## src/rtl/i2c_bus_arbiter.sv

```systemverilog
// i2c_bus_arbiter
// Shares a single byte-address/byte-data i2c_master between NUM_REQ init
// sequencers. Each requester holds req_valid with its transaction fields until
// it sees its one-cycle req_done. Ownership rotates round-robin, starting just
// after the previous owner. The arbiter latches the winner's fields, issues one
// command pulse to the master and waits for m_done. If m_done never arrives,
// a watchdog returns status 3'b111 instead.

module i2c_bus_arbiter #(
   parameter int NUM_REQ        = 2,
   parameter int TIMEOUT_CYCLES = 1000000,
   parameter int CNT_W          = 24
) (
   input  logic                 clk,
   input  logic                 reset,
   input  logic [NUM_REQ-1:0]   req_valid,
   input  logic [NUM_REQ-1:0]   req_rw,
   input  logic [7*NUM_REQ-1:0] req_chip_addr,
   input  logic [8*NUM_REQ-1:0] req_reg_addr,
   input  logic [8*NUM_REQ-1:0] req_wdata,
   output logic [NUM_REQ-1:0]   grant,
   output logic [NUM_REQ-1:0]   req_done,
   output logic [7:0]           req_rdata,
   output logic [2:0]           req_status,
   output logic [6:0]           m_chip_addr,
   output logic [7:0]           m_reg_addr,
   output logic [7:0]           m_data_in,
   output logic                 m_write_en,
   output logic                 m_read_en,
   input  logic                 m_done,
   input  logic                 m_busy,
   input  logic [7:0]           m_data_out,
   input  logic [2:0]           m_status
);

   localparam int             IDX_W          = (NUM_REQ > 1) ? $clog2(NUM_REQ) : 1;
   localparam bit             TIMEOUT_EN     = (TIMEOUT_CYCLES != 0);
   localparam logic [CNT_W-1:0] TO_LAST      = TIMEOUT_EN ? CNT_W'(TIMEOUT_CYCLES - 1) : '0;
   localparam logic [2:0]     STATUS_TIMEOUT = 3'b111;

   typedef enum logic [1:0] {
      S_IDLE,
      S_ISSUE,
      S_WAIT,
      S_RESP
   } state_t;

   state_t               r_state;
   state_t               w_state_nxt;

   logic [IDX_W-1:0]     r_last_idx;
   logic [IDX_W-1:0]     r_owner;
   logic [IDX_W-1:0]     w_sel_idx;
   logic                 w_any_sel;

   logic                 w_accept;
   logic                 w_capture;
   logic                 w_timeout;

   logic                 r_rw;
   logic [NUM_REQ-1:0]   r_grant;
   logic [NUM_REQ-1:0]   r_done;
   logic [6:0]           r_m_chip;
   logic [7:0]           r_m_reg;
   logic [7:0]           r_m_data;
   logic                 r_write_en;
   logic                 r_read_en;
   logic [CNT_W-1:0]     r_cnt;
   logic [7:0]           r_rdata;
   logic [2:0]           r_status;

   // (base + off) modulo NUM_REQ, with off in 1..NUM_REQ.
   function automatic logic [IDX_W-1:0] wrap_idx(input logic [IDX_W-1:0] base, input int off);
      int sum;
      sum = int'(base) + off;
      if (sum >= NUM_REQ) sum = sum - NUM_REQ;
      return IDX_W'(sum);
   endfunction

   // Round-robin search: the first valid requester after the previous owner.
   always_comb begin
      // NOTE: every signal written here gets a default first, so no path
      // through the block can leave it holding a value (which would be a latch).
      w_any_sel = 1'b0;
      w_sel_idx = '0;
      for (int off = 1; off <= NUM_REQ; off++) begin
         if (!w_any_sel && req_valid[wrap_idx(r_last_idx, off)]) begin
            w_any_sel = 1'b1;
            w_sel_idx = wrap_idx(r_last_idx, off);
         end
      end
   end

   // State register.
   always_ff @(posedge clk or negedge reset) begin
      // NOTE: non-blocking assignments, so every flop samples pre-edge values
      // no matter in which order the sequential blocks are evaluated.
      if (!reset) r_state <= S_IDLE;
      else        r_state <= w_state_nxt;
   end

   // Next-state logic and one-cycle control strobes for the datapath.
   always_comb begin
      w_state_nxt = r_state;
      w_accept    = 1'b0;
      w_capture   = 1'b0;
      w_timeout   = 1'b0;
      unique case (r_state)
         S_IDLE: begin
            if (w_any_sel && !m_busy) begin
               w_accept    = 1'b1;
               w_state_nxt = S_ISSUE;
            end
         end
         S_ISSUE: w_state_nxt = S_WAIT;
         S_WAIT: begin
            if (m_done) begin
               w_capture   = 1'b1;
               w_state_nxt = S_RESP;
            end else if (TIMEOUT_EN && (r_cnt == TO_LAST)) begin
               w_timeout   = 1'b1;
               w_state_nxt = S_RESP;
            end
         end
         S_RESP:  w_state_nxt = S_IDLE;
         default: w_state_nxt = S_IDLE;
      endcase
   end

   // Ownership: latch the winner's fields at grant. Release the bus and move
   // the rotation pointer once the response has been delivered.
   always_ff @(posedge clk or negedge reset) begin
      if (!reset) begin
         r_last_idx <= IDX_W'(NUM_REQ - 1);
         r_owner    <= '0;
         r_grant    <= '0;
         r_rw       <= 1'b0;
         r_m_chip   <= '0;
         r_m_reg    <= '0;
         r_m_data   <= '0;
      end else if (w_accept) begin
         r_owner    <= w_sel_idx;
         r_grant    <= NUM_REQ'(1) << w_sel_idx;
         r_rw       <= req_rw[w_sel_idx];
         r_m_chip   <= req_chip_addr[int'(w_sel_idx)*7 +: 7];
         r_m_reg    <= req_reg_addr[int'(w_sel_idx)*8 +: 8];
         r_m_data   <= req_wdata[int'(w_sel_idx)*8 +: 8];
      end else if (r_state == S_RESP) begin
         r_grant    <= '0;
         r_last_idx <= r_owner;
      end
   end

   // Command pulse: exactly one cycle, of one kind, after leaving S_ISSUE.
   always_ff @(posedge clk or negedge reset) begin
      if (!reset) begin
         r_write_en <= 1'b0;
         r_read_en  <= 1'b0;
      end else begin
         r_write_en <= (r_state == S_ISSUE) && !r_rw;
         r_read_en  <= (r_state == S_ISSUE) &&  r_rw;
      end
   end

   // Watchdog counter: starts from zero on the first S_WAIT cycle.
   always_ff @(posedge clk or negedge reset) begin
      if (!reset)                  r_cnt <= '0;
      else if (r_state == S_ISSUE) r_cnt <= '0;
      else if (r_state == S_WAIT)  r_cnt <= r_cnt + CNT_W'(1);
   end

   // Response: capture the master result (or the timeout code) and pulse
   // req_done to the owner for the single S_RESP cycle.
   always_ff @(posedge clk or negedge reset) begin
      if (!reset) begin
         r_done   <= '0;
         r_rdata  <= '0;
         r_status <= '0;
      end else begin
         r_done <= (w_capture || w_timeout) ? r_grant : '0;
         if (w_capture) begin
            r_rdata  <= m_data_out;
            r_status <= m_status;
         end else if (w_timeout) begin
            r_rdata  <= '0;
            r_status <= STATUS_TIMEOUT;
         end
      end
   end

   assign grant       = r_grant;
   assign req_done    = r_done;
   assign req_rdata   = r_rdata;
   assign req_status  = r_status;
   assign m_chip_addr = r_m_chip;
   assign m_reg_addr  = r_m_reg;
   assign m_data_in   = r_m_data;
   assign m_write_en  = r_write_en;
   assign m_read_en   = r_read_en;

endmodule

```

## config.mk

```make
export PLATFORM = sky130hd
export DESIGN_NAME = i2c_bus_arbiter
export DESIGN_NICKNAME = d
export VERILOG_FILES = /design/src/rtl/i2c_bus_arbiter.sv
export SDC_FILE = /design/constraint.sdc
export NUM_CORES = 1
export LEC_CHECK = 0
export ABC_AREA = 1
export CAP_MARGIN = 20
export CORE_MARGIN = 3
export CORE_UTILIZATION = 43
export CTS_CLUSTER_SIZE = 10
export DETAILED_ROUTE_END_ITERATION = 12
export PLACE_DENSITY = 0.84
export SLEW_MARGIN = 5
export SYNTH_ARGS = -nofsm -noshare
export SYNTH_HDL_FRONTEND = slang
export SYNTH_SLANG_ARGS = --single-unit
```

## constraint.sdc

```tcl
create_clock -name clk -period 1.46 [get_ports clk]
set_input_delay 0.292 -clock clk [delete_from_list [all_inputs] [get_ports clk]]
set_output_delay 0.292 -clock clk [all_outputs]
set_load 0.01 [all_outputs]
```

## After elaboration in Yosys (flattened, before gate mapping)

Cells that the tools add are included.

| word-level totals | value |
|---|---|
| bits in registers | 69 |
| bits in latches | 0 |
| RAM bits | 0 |
| bits in read-only memories | 0 |
| logic and storage cells | 82 |
| memories | 0 |

| cells by class | value |
|---|---|
| add/sub/neg operators | 5 |
| $mul | 1 |
| divide/modulo/power cells | 0 |
| magnitude comparators | 5 |
| equal/unequal tests | 6 |
| shift-type cells | 4 |
| multiplexer cells | 32 |
| bitwise logic cells | 1 |
| reductions and logical operators | 14 |

Operators with widths:

| kind | number |
|---|---|
| two-way mux 24 bit | 2 |
| variable part select 16 x 5 -> 8 bit | 2 |
| adder 24 x 1 -> 24 bit, second input constant | 1 |
| equality test 24 x 20 -> 1 bit, second input constant | 1 |
| two-way mux 1 bit | 19 |
| two-way mux 8 bit | 2 |
| variable part select 14 x 5 -> 7 bit | 1 |
| two-way mux 2 bit | 6 |
| case mux 2 bit (4 select lines) | 1 |
| less-than comparator 1 x 2 -> 1 bit, second input constant | 3 |
| two-way mux 3 bit | 2 |
| nonzero test 2 bit | 3 |
| equality test 2 bit, second input constant | 2 |
| logical AND 1 bit | 4 |
| multiplier 1 x 3 -> 4 bit, second input constant | 1 |
| AND reduction 2 bit | 2 |
| adder 1 x 2 -> 3 bit, second input constant | 1 |
| >= comparator 3 x 2 -> 1 bit, second input constant | 1 |
| zero test 1 bit | 3 |
| != test 3 bit, second input constant | 1 |
| adder 1 x 1 -> 2 bit, second input constant | 1 |
| equality test 2 x 1 -> 1 bit, second input constant | 1 |
| >= comparator 2 bit, second input constant | 1 |
| zero test 2 bit | 1 |
| other kinds (5) | 6 |

## Depth between registers and ports, before layout

| depth | value |
|---|---|
| word-level depth | 14 |
| gate-level depth with buffers | 10 |
| mapped depth without buffers | 10 |

## Worst setup path before layout

OpenSTA, ideal clock, no wires.

| timing | value |
|---|---|
| path kind | register to register |
| from | register r_state[0] |
| to | register r_cnt[14] |
| arrival time | 1475 ps |
| required time | 1333 ps |
| slack | -142 ps |
| cell stages (with the launch flop) | 10 |
| path buffers | 0 |
| clock period less this slack | 1602 ps |
| cells stage by stage | dfrtp_1 inv_1 ha_1 nand2_1 nor2_2 nand2_2 nor2_4 inv_1 o21ai_1 a21oi_1 |

| on the way | value |
|---|---|
| word-level cells in the longest chain between the ends | 2 |

RTL lines:

| item | RTL line | text |
|---|---|---|
| from (decl) | 48 | `state_t r_state;` |
| from (signal assigned) | 99 | `else r_state <= w_state_nxt;` |
| equality test 2 x 1 -> 1 bit or equality test 2 bit (tied branches) | 168, 169 |  |
| two-way mux 24 bit or nonzero test 2 bit (tied branches) | - |  |
| to (signal assigned) | 169 | `else if (r_state == S_WAIT) r_cnt <= r_cnt + CNT_W'(1);` |
| to (decl) | 68 | `logic [CNT_W-1:0] r_cnt;` |

Several ways; a longest one is shown, not always the timed one.
A chain may end at the register's enable or synchronous reset.

## Final worst setup path

| timing | value |
|---|---|
| from | register r_state[0] |
| to | register r_cnt[16] |

The elaborated chain is that of the path after synthesis.

==> impl_results.md <==
* Outcome: finished, violations left
* Failing checks: negative setup slack
* Skew final at 0.0145 ns
* Routed Antenna Nets at 0
* Layout cells sized above 1 at 0.213
* Leakage at 2.66 nW
* Synth cell types at 29
* Post-route clock period utilization at 1.14
* Routed WL at 11.0 mm
* I/O Buffers at 104
* Seq pwr share at 0.348
* Die width at 95.8 um
* Synth Instances at 434
* WP data required at 1.69 ns
* CTS tree: done
* Mean post-synth cell area at 7.99 um2
* Max Slew Vio Count at 0
* Largest family of logic cells by synthesized area: simple AND/OR/NAND/NOR gates
* Max Fclk at 0.599 GHz
* Ant. Diodes at 0
* Post-DP HPWL at 7.49 mm
* Via count at 3,681
* Slew margin rel. at 0.754
* Multi-input logic area at 1700 um2
* Die H at 95.8 um
* FILL cells at 560
* Total gr overflow at 0
* PD cells at 1590 nW/um2
* Adder-cell share of the synthesized area at 0.0216
* RSZ-0062 raised after global routing: yes
* Compound-Gate Fraction of Synth Area at 0.0606
* DRT Pass-1 Iters at 5
* Worst-Margin Slew at 0.370 ns
* Final hold violation count at 0
* GRT Total Usage at 0.231
* # IOs at 105
* Mux contribution to synthesized area at 0
* Pint at 0.00517 W
* Critical Path AT at 1.90 ns
* HP Class: register to register
* CTS Buf Count at 9
* Synth-to-layout area growth at 53.2%
* Crit path cell chain: inv_2, ha_4, nand2_4, nor2_4, nand2_2, nor2_4, buf_4, nand3_2, nor3b_2
* Fin area at 5320 um2
* Final setup viols at 17
* Final net count at 649
* Core Region at 7770 um2
* Setup WS post-layout at -0.209 ns
* Most used cell, CP: nor2_4
* Antenna violations before repair at 0
* Initial drt markers at 205
* Root Buffer: clkbuf_8
* Synthesis Warnings at 0
* Placed Instance Area at 4900 um2
* DR DRC count at 0
* Synth Flop Type: dfrtp_1
* Starting density of the core at 0.447
* Vias per inst at 5.37
* Die footprint at 9180 um2
* Synth Area in XOR/XNOR at 0
* Crit start category: register
* Post-synth top area share at 0.490
* Syn Nets at 505
* Row count at 32
* Most frequent cells after synthesis: nand2_1, dfrtp_1, nand3_1, nor2_1, inv_1
* Clock-pin slew on the worst setup and hold paths at 0.09 ns
* Total of max-cap violations at 0
* Power share of the clock group at 0.194
* Sequential area share after synthesis at 0.498
* Post-route minimum period at 1.67 ns
* Psw at 0.00331 W
* Synthesis-stage register bit count at 69
* H-tree Lvls at 3
* Seq. cell area at 1730 um2
* Async S/R FF share, synth at 1.00
* First-pass GRT wire length at 16.5 mm
* Comb power frac at 0.459
* Top-count cell post-synth: nand2_1
* CP max-delay cell: dfrtp_1
* Top post-synthesis cells by area: dfrtp_1, nand2_1, nand3_1
* Clk sink count at 69
* Worst-skew pair later-pin latency at 0.35 ns
* Switching fraction of total power at 0.390
* Vias in the first global route at 3,606
* Crit path kind: register to register
* CP Max Fanout at 6
* Post-synth EDFFs at 0
* RePlAce Congestion at 0.861
* VDD IR max at 623 uV
* Wire length per cell at 16.1 um
* Post-placement setup slack at -0.300 ns
* Largest net degree at the start of global routing at 70
* CP max stage delay at 0.38 ns
* Yosys top cell by area: dfrtp_1
* Post-Synth Simple-Gate Area at 0.344
* Clock Tree Buf Depth at 2
* Crit end category: register
* Synthesized area at 3470 um2
## metrics by stage
step           hold slack, ns  setup TNS [ns]  instances  utilization  power [W]
2_1_floorplan        -0.00359          -0.197        434            -    0.00477
3_3_place_gp            0.342           -6.36        664        0.631    0.00656
3_5_place_dp            0.352           -9.59        664        0.631    0.00675
4_1_cts                 0.475           -1.58        682        0.663    0.00817
5_1_grt                 0.481           -4.10        685        0.684    0.00899
6_report                0.475           -1.87        685        0.684    0.00847
## worst max-delay path, delay by kind of cell, from the launching register on
kind                       cells  cell delay [ns]
and+or+nand+nor                6             0.63
DFF                            1             0.38
buffers and inverters          2             0.21
adders and majority gates      1             0.33
## cells in the final DEF, fill, tap and decap left out, drive strengths merged, types with 6 or more instances in the layout
cell type / Yosys / layout
nor3: 8 / 8
nand2: 122 / 122
buf: 13 / 46
dlygate4sd2: 0 / 40
nand4: 27 / 27
dfrtp: 68 / 68
clkdlybuf4s50: 0 / 63
inv: 43 / 45
nor2: 48 / 48
a21oi: 23 / 23
o21ai: 13 / 13
ha: 6 / 6
nand3: 52 / 52
clkbuf: 4 / 10
## power groups by stage
stage	Clock, W	Sequential (W)	Combinational [W]
detailed placement	0	0.00295	0.00381
finish	0.00164	0.00294	0.00389
floorplan	0	0.00314	0.00163
CTS	0.00165	0.00290	0.00363
global route	0.00175	0.00300	0.00425
global placement	0	0.00293	0.00363
## area by class of cell
type	count	area share
Sequential cell	69	0.325
Timing Repair Buffer	150	0.261
Inverter	43	0.0313
Multi-Input combinational cell	305	0.320
Clock buffer	10	0.0259
Clock inverter	6	0.0129
Tap cell	102	0.0240
## cell families after synthesis
| logic type | after synthesis |
|---|---|
| buffers and inverters | 60 |
| AO/OA/AOI/OAI | 37 |
| flip-flops | 69 |
| adder cells (fa/ha/maj) | 6 |
| AND/OR/NAND/NOR | 262 |
## layer usage
layer,vias to the layer above,track usage,wire length (um)
met4,0,0.108,329
met5,-,0,0
met3,32,0.0493,796
li1,1706,-,-
met1,1775,0.263,4140
met2,168,0.410,5770
## flip-flops by register name, indices dropped and copies added, names as in the netlist, 3 cells and up
name and flops:
req_rdata 8, r_cnt 24, m_data_in 8, req_status 3, m_chip_addr 7, m_reg_addr 8
## worst paths after layout
path | from | endpoint | slack, ns | depth (start not counted)
setup / recovery | r_state[0] | r_cnt[16] | -0.21 | 9
hold / removal | req_rdata[6] | req_rdata[6] | 0.47 | 2
setup reg to reg | r_state[0] | r_cnt[16] | -0.21 | 9
hold reg to reg | req_rdata[6] | req_rdata[6] | 0.47 | 2
max in group asynchronous | reset | r_last_idx | 0.64 | 3
min in group asynchronous | reset | req_done[1] | 0.50 | 3
## timing repair
action | 4_1_cts | 5_1_grt
endpoints found under the setup margin | 91 | 59
pin swaps | 18 | 16
hold buffers | 1 | 0
hold endpoints to repair | 68 | 0
cloned | 0 | 1
buffers inserted | 1 | 2
gates resized for setup | 61 | 38
Power figures use the tool's default switching activity.
